`config.mk`:
```
export PLATFORM = sky130hd
export DESIGN_NAME = sram_dual_req_sched
export DESIGN_NICKNAME = d
export VERILOG_FILES = /design/src/rtl/sram_dual_req_sched.sv
export SDC_FILE = /design/constraint.sdc
export NUM_CORES = 1
export LEC_CHECK = 0
export BUFFER_PORTS_ARGS = -buffer_cell sky130_fd_sc_hd__buf_4
export CAP_MARGIN = 20
export CELL_PAD_IN_SITES_DETAIL_PLACEMENT = 0
export CELL_PAD_IN_SITES_GLOBAL_PLACEMENT = 1
export CORE_ASPECT_RATIO = 0.8
export CORE_MARGIN = 3
export CORE_UTILIZATION = 29
export DETAILED_ROUTE_END_ITERATION = 16
export PLACE_DENSITY_LB_ADDON = 0.1
export SLEW_MARGIN = 20
export SYNTH_ARGS = -nofsm -noshare
export SYNTH_HDL_FRONTEND = slang
export SYNTH_SLANG_ARGS = --single-unit
```
`constraint.sdc`:
```
create_clock -name clk -period 4.3 [get_ports clk]
set_clock_uncertainty 0.2 [all_clocks]
set_input_delay 1.075 -clock clk [delete_from_list [all_inputs] [get_ports clk]]
set_output_delay 1.075 -clock clk [all_outputs]
set_load 0.05 [all_outputs]
```
`src/rtl/sram_dual_req_sched.sv`:
```
// Maps two requesters onto a 1RW+1R SRAM macro: port 0 takes writes (or r0's read when
// both requesters read), port 1 takes reads; hazards and write contention go round-robin.
module sram_dual_req_sched #(
  parameter int ADDR_WIDTH = 10,
  parameter int DATA_WIDTH = 32
) (
  input  logic                  clk,
  input  logic                  rst_n,
  input  logic                  r0_req_valid,
  output logic                  r0_req_ready,
  input  logic                  r0_req_we,
  input  logic [ADDR_WIDTH-1:0] r0_req_addr,
  input  logic [DATA_WIDTH-1:0] r0_req_wdata,
  output logic                  r0_rsp_valid,
  output logic [DATA_WIDTH-1:0] r0_rsp_rdata,
  input  logic                  r1_req_valid,
  output logic                  r1_req_ready,
  input  logic                  r1_req_we,
  input  logic [ADDR_WIDTH-1:0] r1_req_addr,
  input  logic [DATA_WIDTH-1:0] r1_req_wdata,
  output logic                  r1_rsp_valid,
  output logic [DATA_WIDTH-1:0] r1_rsp_rdata,
  output logic                  mem_csb0,
  output logic                  mem_web0,
  output logic [ADDR_WIDTH-1:0] mem_addr0,
  output logic [DATA_WIDTH-1:0] mem_din0,
  input  logic [DATA_WIDTH-1:0] mem_dout0,
  output logic                  mem_csb1,
  output logic [ADDR_WIDTH-1:0] mem_addr1,
  input  logic [DATA_WIDTH-1:0] mem_dout1
);

  logic rr_ptr_q, rr_ptr_d;
  logic p0_tag_vld_q, p0_tag_vld_d;
  logic p1_tag_vld_q, p1_tag_vld_d;
  logic p1_tag_id_q, p1_tag_id_d;
  logic r0_rsp_valid_q, r0_rsp_valid_d;
  logic r1_rsp_valid_q, r1_rsp_valid_d;
  logic [DATA_WIDTH-1:0] r0_rsp_rdata_q, r0_rsp_rdata_d;
  logic [DATA_WIDTH-1:0] r1_rsp_rdata_q, r1_rsp_rdata_d;

  logic conflict, grant0, grant1;
  logic r0_hit0, r0_hit1, r1_hit1;

  // A conflict is two writes, or a write and read to the same word; only rr_ptr wins.
  always_comb begin
    conflict = r0_req_valid && r1_req_valid &&
               ((r0_req_we && r1_req_we) ||
                ((r0_req_we != r1_req_we) && (r0_req_addr == r1_req_addr)));
    grant0 = rst_n && r0_req_valid && (!conflict || !rr_ptr_q);
    grant1 = rst_n && r1_req_valid && (!conflict || rr_ptr_q);
    rr_ptr_d = conflict ? !rr_ptr_q : rr_ptr_q;
  end

  assign r0_req_ready = grant0;
  assign r1_req_ready = grant1;

  always_comb begin
    mem_csb0     = 1'b1;
    mem_web0     = 1'b1;
    mem_addr0    = '0;
    mem_din0     = '0;
    mem_csb1     = 1'b1;
    mem_addr1    = '0;
    p0_tag_vld_d = 1'b0;
    p1_tag_vld_d = 1'b0;
    p1_tag_id_d  = 1'b0;

    if (grant0 && r0_req_we) begin
      mem_csb0  = 1'b0;
      mem_web0  = 1'b0;
      mem_addr0 = r0_req_addr;
      mem_din0  = r0_req_wdata;
    end else if (grant1 && r1_req_we) begin
      mem_csb0  = 1'b0;
      mem_web0  = 1'b0;
      mem_addr0 = r1_req_addr;
      mem_din0  = r1_req_wdata;
    end else if (grant0 && grant1 && !r0_req_we && !r1_req_we) begin
      mem_csb0     = 1'b0;
      mem_addr0    = r0_req_addr;
      p0_tag_vld_d = 1'b1;
    end

    // Port 1 serves r1's read first; r0 only lands here when it is the lone reader.
    if (grant1 && !r1_req_we) begin
      mem_csb1     = 1'b0;
      mem_addr1    = r1_req_addr;
      p1_tag_vld_d = 1'b1;
      p1_tag_id_d  = 1'b1;
    end else if (grant0 && !r0_req_we) begin
      mem_csb1     = 1'b0;
      mem_addr1    = r0_req_addr;
      p1_tag_vld_d = 1'b1;
    end
  end

  always_comb begin
    r0_hit0 = p0_tag_vld_q;
    r0_hit1 = p1_tag_vld_q && !p1_tag_id_q;
    r1_hit1 = p1_tag_vld_q && p1_tag_id_q;
    r0_rsp_valid_d = r0_hit0 || r0_hit1;
    r1_rsp_valid_d = r1_hit1;
    r0_rsp_rdata_d = r0_rsp_rdata_q;
    r1_rsp_rdata_d = r1_rsp_rdata_q;
    if (r0_hit0)
      r0_rsp_rdata_d = mem_dout0;
    else if (r0_hit1)
      r0_rsp_rdata_d = mem_dout1;
    if (r1_hit1)
      r1_rsp_rdata_d = mem_dout1;
  end

  always_ff @(posedge clk or negedge rst_n) begin
    if (!rst_n) begin
      rr_ptr_q       <= 1'b0;
      p0_tag_vld_q   <= 1'b0;
      p1_tag_vld_q   <= 1'b0;
      p1_tag_id_q    <= 1'b0;
      r0_rsp_valid_q <= 1'b0;
      r1_rsp_valid_q <= 1'b0;
      r0_rsp_rdata_q <= '0;
      r1_rsp_rdata_q <= '0;
    end else begin
      rr_ptr_q       <= rr_ptr_d;
      p0_tag_vld_q   <= p0_tag_vld_d;
      p1_tag_vld_q   <= p1_tag_vld_d;
      p1_tag_id_q    <= p1_tag_id_d;
      r0_rsp_valid_q <= r0_rsp_valid_d;
      r1_rsp_valid_q <= r1_rsp_valid_d;
      r0_rsp_rdata_q <= r0_rsp_rdata_d;
      r1_rsp_rdata_q <= r1_rsp_rdata_d;
    end
  end

  assign r0_rsp_valid = r0_rsp_valid_q;
  assign r1_rsp_valid = r1_rsp_valid_q;
  assign r0_rsp_rdata = r0_rsp_rdata_q;
  assign r1_rsp_rdata = r1_rsp_rdata_q;

endmodule

```
After elaboration in Yosys (flattened, before gate mapping)
Cells that the tools add are included.
- equality and inequality tests: 2
- multiplexer cells: 22
- reductions and logical operators: 27
- operators with widths (kind ; count):
    two-way mux 32 bit ; 4
    two-way mux 10 bit ; 5
    logical AND 1 bit ; 17
    two-way mux 1 bit ; 13
    equality test 10 bit ; 1
    zero test 1 bit ; 5
    logical OR 1 bit ; 4
    nonzero test 2 bit ; 1
    inequality test 1 bit ; 1
- register bits after elaboration: 70
- output and inout port bits: 123
- logic and storage cells: 59

Logic depth before layout (Yosys ltp)
- depth after elaboration: 13
- depth in mapped cells: 7

Worst setup path after synthesis
Ideal clock, no wire load.
- kind: input -> output
- from: input port r0_req_we
- to: output port mem_csb0
- arrival time: 2.925 ns
- data required time: 3.025 ns
- slack: 0.100 ns
- stages on the path: 7
- cell sequence: ha_1 and3_1 nand4_1 nor3_4 a21oi_2 buf_2 nor3_2
- word-level cells in the longest chain between the ends: 13
- elaborated cells between the ends (all ways): 19
- those cells by class: eq/ne (1); mux (3); reduce/logical (15)
- RTL lines (what ; line ; RTL):
    start, declared ; 11 ; input logic r0_req_we,
    inequality test 1 bit ; 49 ; ((r0_req_we != r1_req_we) && (r0_req_addr == r1_req_addr)));
    logical AND 1 bit ; 49 ;
    logical OR 1 bit ; 48 ; ((r0_req_we && r1_req_we) ||
    logical AND 1 bit ; 47 ; conflict = r0_req_valid && r1_req_valid &&
    zero test 1 bit ; 50, 51 ;
    logical OR 1 bit, on equally long branches ; 50, 51 ;
    logical AND 1 bit, on equally long branches ; 50, 51 ;
    logical AND 1 bit (3 in series) ; 79 ; end else if (grant0 && grant1 && !r0_req_we && !r1_req_we) begin
    two-way mux 1 bit ; 79 ;
    two-way mux 1 bit ; 74 ; end else if (grant1 && r1_req_we) begin
    two-way mux 1 bit (*) ; 69 ; if (grant0 && r0_req_we) begin
    end, declared ; 23 ; output logic mem_csb0,
Every way passes the cells marked *; elsewhere a longest branch is shown, timed or not.

Final worst setup path
- from: input port r0_req_we
- to: output port mem_din0[31]
- word-level cells in the longest chain between the ends: 10
- elaborated cells between the ends (all ways): 14
- those cells by class: eq/ne (1); mux (2); reduce/logical (11)
- RTL lines (what ; line ; RTL):
    inequality test 1 bit ; 49 ;
    logical AND 1 bit ; 49 ;
    logical OR 1 bit ; 48 ;
    logical AND 1 bit ; 47 ;
    zero test 1 bit ; 50, 51 ;
    logical OR 1 bit ; 51 ; grant1 = rst_n && r1_req_valid && (!conflict || rr_ptr_q);
    logical AND 1 bit ; 51 ;
    logical AND 1 bit ; 74 ;
    two-way mux 32 bit ; 74 ;
    two-way mux 32 bit (*) ; 69 ;
    end, declared ; 26 ; output logic [DATA_WIDTH-1:0] mem_din0,
Marks and branches as above.

==> impl_table.tex <==
\begin{tabular}{lr}
\hline
Metric & Value \\
\hline
\multicolumn{2}{l}{\textbf{Run status}} \\
\quad Run status & complete, no violations \\
\multicolumn{2}{l}{\textbf{STA}} \\
\quad Number of slew-limit violations in the final report & 0 \\
\quad Final worst hold slack & 0.3040 ns \\
\quad Relative max-transition margin & 41.41\% \\
\quad Setup-violating endpoint count in the final report & 0 \\
\quad Peak Freq & 236.2 MHz \\
\quad Final period util & 98.46\% \\
\quad Setup repair after global routing missed its margin & yes \\
\quad Slew at the pin with the worst max-slew slack & 0.8789 ns \\
\quad Final hold violation count & 0 \\
\quad Min Clock Period, post-route & 4.234 ns \\
\multicolumn{2}{l}{\textbf{Clock tree}} \\
\quad Clock tree sinks & 70 \\
\quad Clock-pin slew reported for the worst setup and hold paths after clock tree synthesis & 0.05 ns \\
\quad Number of buffers on the longest clock path & 2 \\
\quad Later-pin clock latency in the skew report & 0.32 ns \\
\quad Clock buffer count from CTS & 9 \\
\quad Clock tree from TritonCTS & built \\
\quad Cts-stage hold buffer count & 0 \\
\quad Cell at the root of the clock tree & sky130\_fd\_sc\_hd\_\_clkbuf\_16 \\
\quad Depth of the CTS H-tree & 3 \\
\multicolumn{2}{l}{\textbf{Global route}} \\
\quad GR Util All Layers & 18.17\% \\
\quad Number of antenna violations at the first check in global routing & 0 \\
\quad Overflow left after global routing & 0 \\
\quad First-pass GRT wire length & 20760 µm \\
\quad Vias in the first global route & 3761 \\
\quad Pin count of the biggest net entering global routing & 71 \\
\multicolumn{2}{l}{\textbf{Synthesis}} \\
\quad Net count after synthesis & 482 \\
\quad FFs w/ async S/R, synth & 100.0\% \\
\quad Instance count of the mapped netlist & 327 \\
\quad Synthesized area & 3792 µm² \\
\quad Post-synth EDFFs & 0 \\
\quad Synthesis-stage register bit count & 70 \\
\quad Primary flip-flop cell chosen by synthesis mapping & sky130\_fd\_sc\_hd\_\_dfrtp\_1 \\
\quad Post-Syn Area per Cell & 11.60 µm² \\
\quad Yosys Warn Count & 0 \\
\quad Sequential element share of the synthesized area & 46.19\% \\
\quad Yosys cell types & 40 \\
\multicolumn{2}{l}{\textbf{Routing}} \\
\quad Vias per std cell & 4.855 \\
\quad Final routed wirelength across all metal layers & 14440 µm \\
\quad Number of DRC violations after detailed-routing iteration 0 & 173 \\
\quad DRC Markers & 0 \\
\quad Number of nets still failing antenna checks after routing & 0 \\
\quad DR vias & 3777 \\
\quad Drt first pass iters & 4 \\
\quad Routed wire per std cell & 18.56 µm \\
\multicolumn{2}{l}{\textbf{Layout}} \\
\quad Area overhead of the layout relative to synthesis & 75.59\% \\
\quad Most common cell after layout, fill and taps aside & sky130\_fd\_sc\_hd\_\_buf\_4 \\
\quad Fillcell total & 1135 \\
\quad Fin util & 53.37\% \\
\quad Filler-free cell count of the finished design & 778 \\
\quad Post-route standard cell area excluding fillers & 6659 µm² \\
\quad Leading cell types in the layout, fill and taps excluded & sky130\_fd\_sc\_hd\_\_buf\_4 (246), sky130\_fd\_sc\_hd\_\_dfrtp\_1 (69), sky130\_fd\_sc\_hd\_\_buf\_6 (36), sky130\_fd\_sc\_hd\_\_nand2\_1 (34) \\
\quad Post-layout net count & 757 \\
\quad Share of post-route cells with drive strength above 1 & 59.31\% \\
\quad Number of diodes & 0 \\
\multicolumn{2}{l}{\textbf{Critical path}} \\
\quad Critical Path Start & r0\_req\_we \\
\quad Critical path endpoint & mem\_din0[31] \\
\quad Worst setup EP type & primary output \\
\quad Register-to-register setup slack & 2.45 ns \\
\quad Setup crit start kind & input pin \\
\quad Critical R2R Launch & rr\_ptr\_q \\
\quad Worst Setup Path Type & in2out \\
\quad Top fanout value on the critical path & 8 \\
\quad Data arrival time of the critical path & 2.96 ns \\
\quad Logic depth of the worst register-to-register path & 4 \\
\quad End of the worst register-to-register path & p1\_tag\_vld\_q \\
\quad Data required time at the worst endpoint & 3.02 ns \\
\multicolumn{2}{l}{\textbf{Job}} \\
\quad Total of max-cap violations & 0 \\
\multicolumn{2}{l}{\textbf{Floorplan}} \\
\quad Die boundary width & 133.9 µm \\
\quad Core Area & 12480 µm² \\
\quad Area of the die & 14490 µm² \\
\quad Floorplan row count & 36 \\
\quad Starting Density & 30.40\% \\
\quad Vertical extent of the die & 108.3 µm \\
\quad Count of boundary I/O pins & 277 \\
\multicolumn{2}{l}{\textbf{Placement}} \\
\quad Count of input and output buffers & 276 \\
\quad Area after DPL & 6022 µm² \\
\quad Detailed Place HPWL & 10910 µm \\
\quad Placed instance count & 757 \\
\quad RD Place Congestion & 0.8503 \\
\multicolumn{2}{l}{\textbf{Power and ir drop}} \\
\quad Final Total Pwr & 3.174 mW \\
\quad Leakage & 3.270 nW \\
\quad Cell Pwr Density & 476.6 nW/µm² \\
\quad VDD IR max & 0.0002207 V \\
\multicolumn{2}{l}{\textbf{Hold path}} \\
\quad Worst min-delay path category & reg2reg \\
\hline
\end{tabular}
Yosys cell counts (2+ instances only):
library cell,n,share of area [%]
sky130_fd_sc_hd__nand2_1,34,3.4
sky130_fd_sc_hd__o21ai_0,32,4.2
sky130_fd_sc_hd__nand3_1,4,0.53
sky130_fd_sc_hd__xnor2_2,4,1.7
sky130_fd_sc_hd__and4_2,2,0.53
sky130_fd_sc_hd__nor3_2,2,0.53
sky130_fd_sc_hd__buf_1,3,0.30
sky130_fd_sc_hd__buf_6,5,1.5
sky130_fd_sc_hd__nand2b_1,2,0.33
sky130_fd_sc_hd__a32o_1,20,5.3
sky130_fd_sc_hd__nand4_1,3,0.49
sky130_fd_sc_hd__a22o_1,30,6.9
sky130_fd_sc_hd__dfrtp_1,70,46
sky130_fd_sc_hd__mux2_2,32,9.5
sky130_fd_sc_hd__nor3_4,2,0.86
sky130_fd_sc_hd__mux2i_1,32,8.4
sky130_fd_sc_hd__nor2_1,5,0.49
sky130_fd_sc_hd__buf_2,7,0.92
sky130_fd_sc_hd__clkbuf_1,9,0.89
sky130_fd_sc_hd__a22o_2,2,0.53
sky130_fd_sc_hd__xnor2_1,7,1.6
sky130_fd_sc_hd__a31oi_1,2,0.33
state kept, by name (all words and copies together), names as in the netlist:
| name | count |
|---|---|
| p1_tag_id_q | 1 |
| rr_ptr_q | 1 |
| r0_rsp_valid | 1 |
| r1_rsp_valid | 1 |
| p1_tag_vld_q | 1 |
| r1_rsp_rdata | 32 |
| r0_rsp_rdata | 32 |
| p0_tag_vld_q | 1 |
per-stage QoR:
step                      setup slack [ns]  setup TNS, ns
after global placement            -0.02351        -0.1981
final                              0.06638              0
after floorplan                     0.1004              0
after global routing              -0.02763        -0.2485
after CTS                         0.007680              0
after detailed placement          -0.07757        -0.7078
layer usage:
| metal | vias to the layer above | GRT usage [%] | part of all wire [%] |
|---|---|---|---|
| li1 | 1785 | - | - |
| met1 | 1820 | 20.86 | 37 |
| met3 | 18 | 7.163 | 9.4 |
| met2 | 154 | 31.72 | 51 |
| met5 | - | 0 | 0 |
| met4 | 0 | 4.993 | 1.9 |
logic make-up (layout without fill, tap and decap cells):
group / count (synthesis) / count (layout) / synth area share [%]
adders and majority gates: 1 / 1 / 0.3299
buffers and inverters: 27 / 307 / 4.256
xor gates and xnor gates: 11 / 11 / 3.332
DFF: 70 / 70 / 46.19
and+or+nand+nor: 63 / 63 / 9.634
muxes: 64 / 64 / 17.95
AOI/OAI and AO/OA: 91 / 91 / 18.31
report_power, final:
part | leakage (nW) | switching, mW | total (mW) | internal [mW]
sequential | 0.827 | 0.0971 | 0.917 | 0.820
combinational | 2.28 | 0.914 | 1.40 | 0.487
clock | 0.166 | 0.272 | 0.855 | 0.583
total | 3.27 | 1.28 | 3.17 | 1.89
final cells by class:
| cell class | count | area, µm² | share of cell area, % |
|---|---|---|---|
| Clock buffer | 11 | 242.7 | 3.645 |
| Clock inverter | 5 | 106.4 | 1.597 |
| Inverter | 1 | 3.754 | 0.05637 |
| Multi-Input combinational cell | 230 | 1932 | 29.01 |
| Sequential cell | 70 | 1753 | 26.32 |
| Tap cell | 171 | 214.0 | 3.213 |
| Timing Repair Buffer | 290 | 2407 | 36.15 |
worst min-delay path by stage:
| stage | start | to | slack, ns | cells past startpoint |
|---|---|---|---|---|
| 3_5_place_dp | r1_rsp_rdata[14] | r1_rsp_rdata[14] | 0.29 | 1 |
| 4_1_cts | r1_rsp_rdata[14] | r1_rsp_rdata[14] | 0.31 | 1 |
| 3_3_place_gp | r1_rsp_rdata[26] | r1_rsp_rdata[26] | 0.29 | 1 |
| 2_1_floorplan | rr_ptr_q | rr_ptr_q | 0.37 | 2 |
| 5_1_grt | r1_rsp_rdata[1] | r1_rsp_rdata[1] | 0.32 | 1 |
| 6_report | r1_rsp_rdata[14] | r1_rsp_rdata[14] | 0.30 | 1 |
critical path, cell delays in order:
cell,delay [ns]
sky130_fd_sc_hd__buf_8,0.10
sky130_fd_sc_hd__ha_4,0.25
sky130_fd_sc_hd__and3_4,0.17
sky130_fd_sc_hd__nand4_1,0.20
sky130_fd_sc_hd__nor4_4,0.43
sky130_fd_sc_hd__nor3_4,0.15
sky130_fd_sc_hd__clkbuf_16,0.19
sky130_fd_sc_hd__a22o_4,0.25
sky130_fd_sc_hd__buf_8,0.15
repair_timing:
action,in CTS,in global routing
gates cloned,0,3
buffers inserted,0,1
setup endpoints to repair,10,34
gates resized for setup,1,46
pin swaps,0,23
Note: power is estimated with default switching activity, not from simulation.
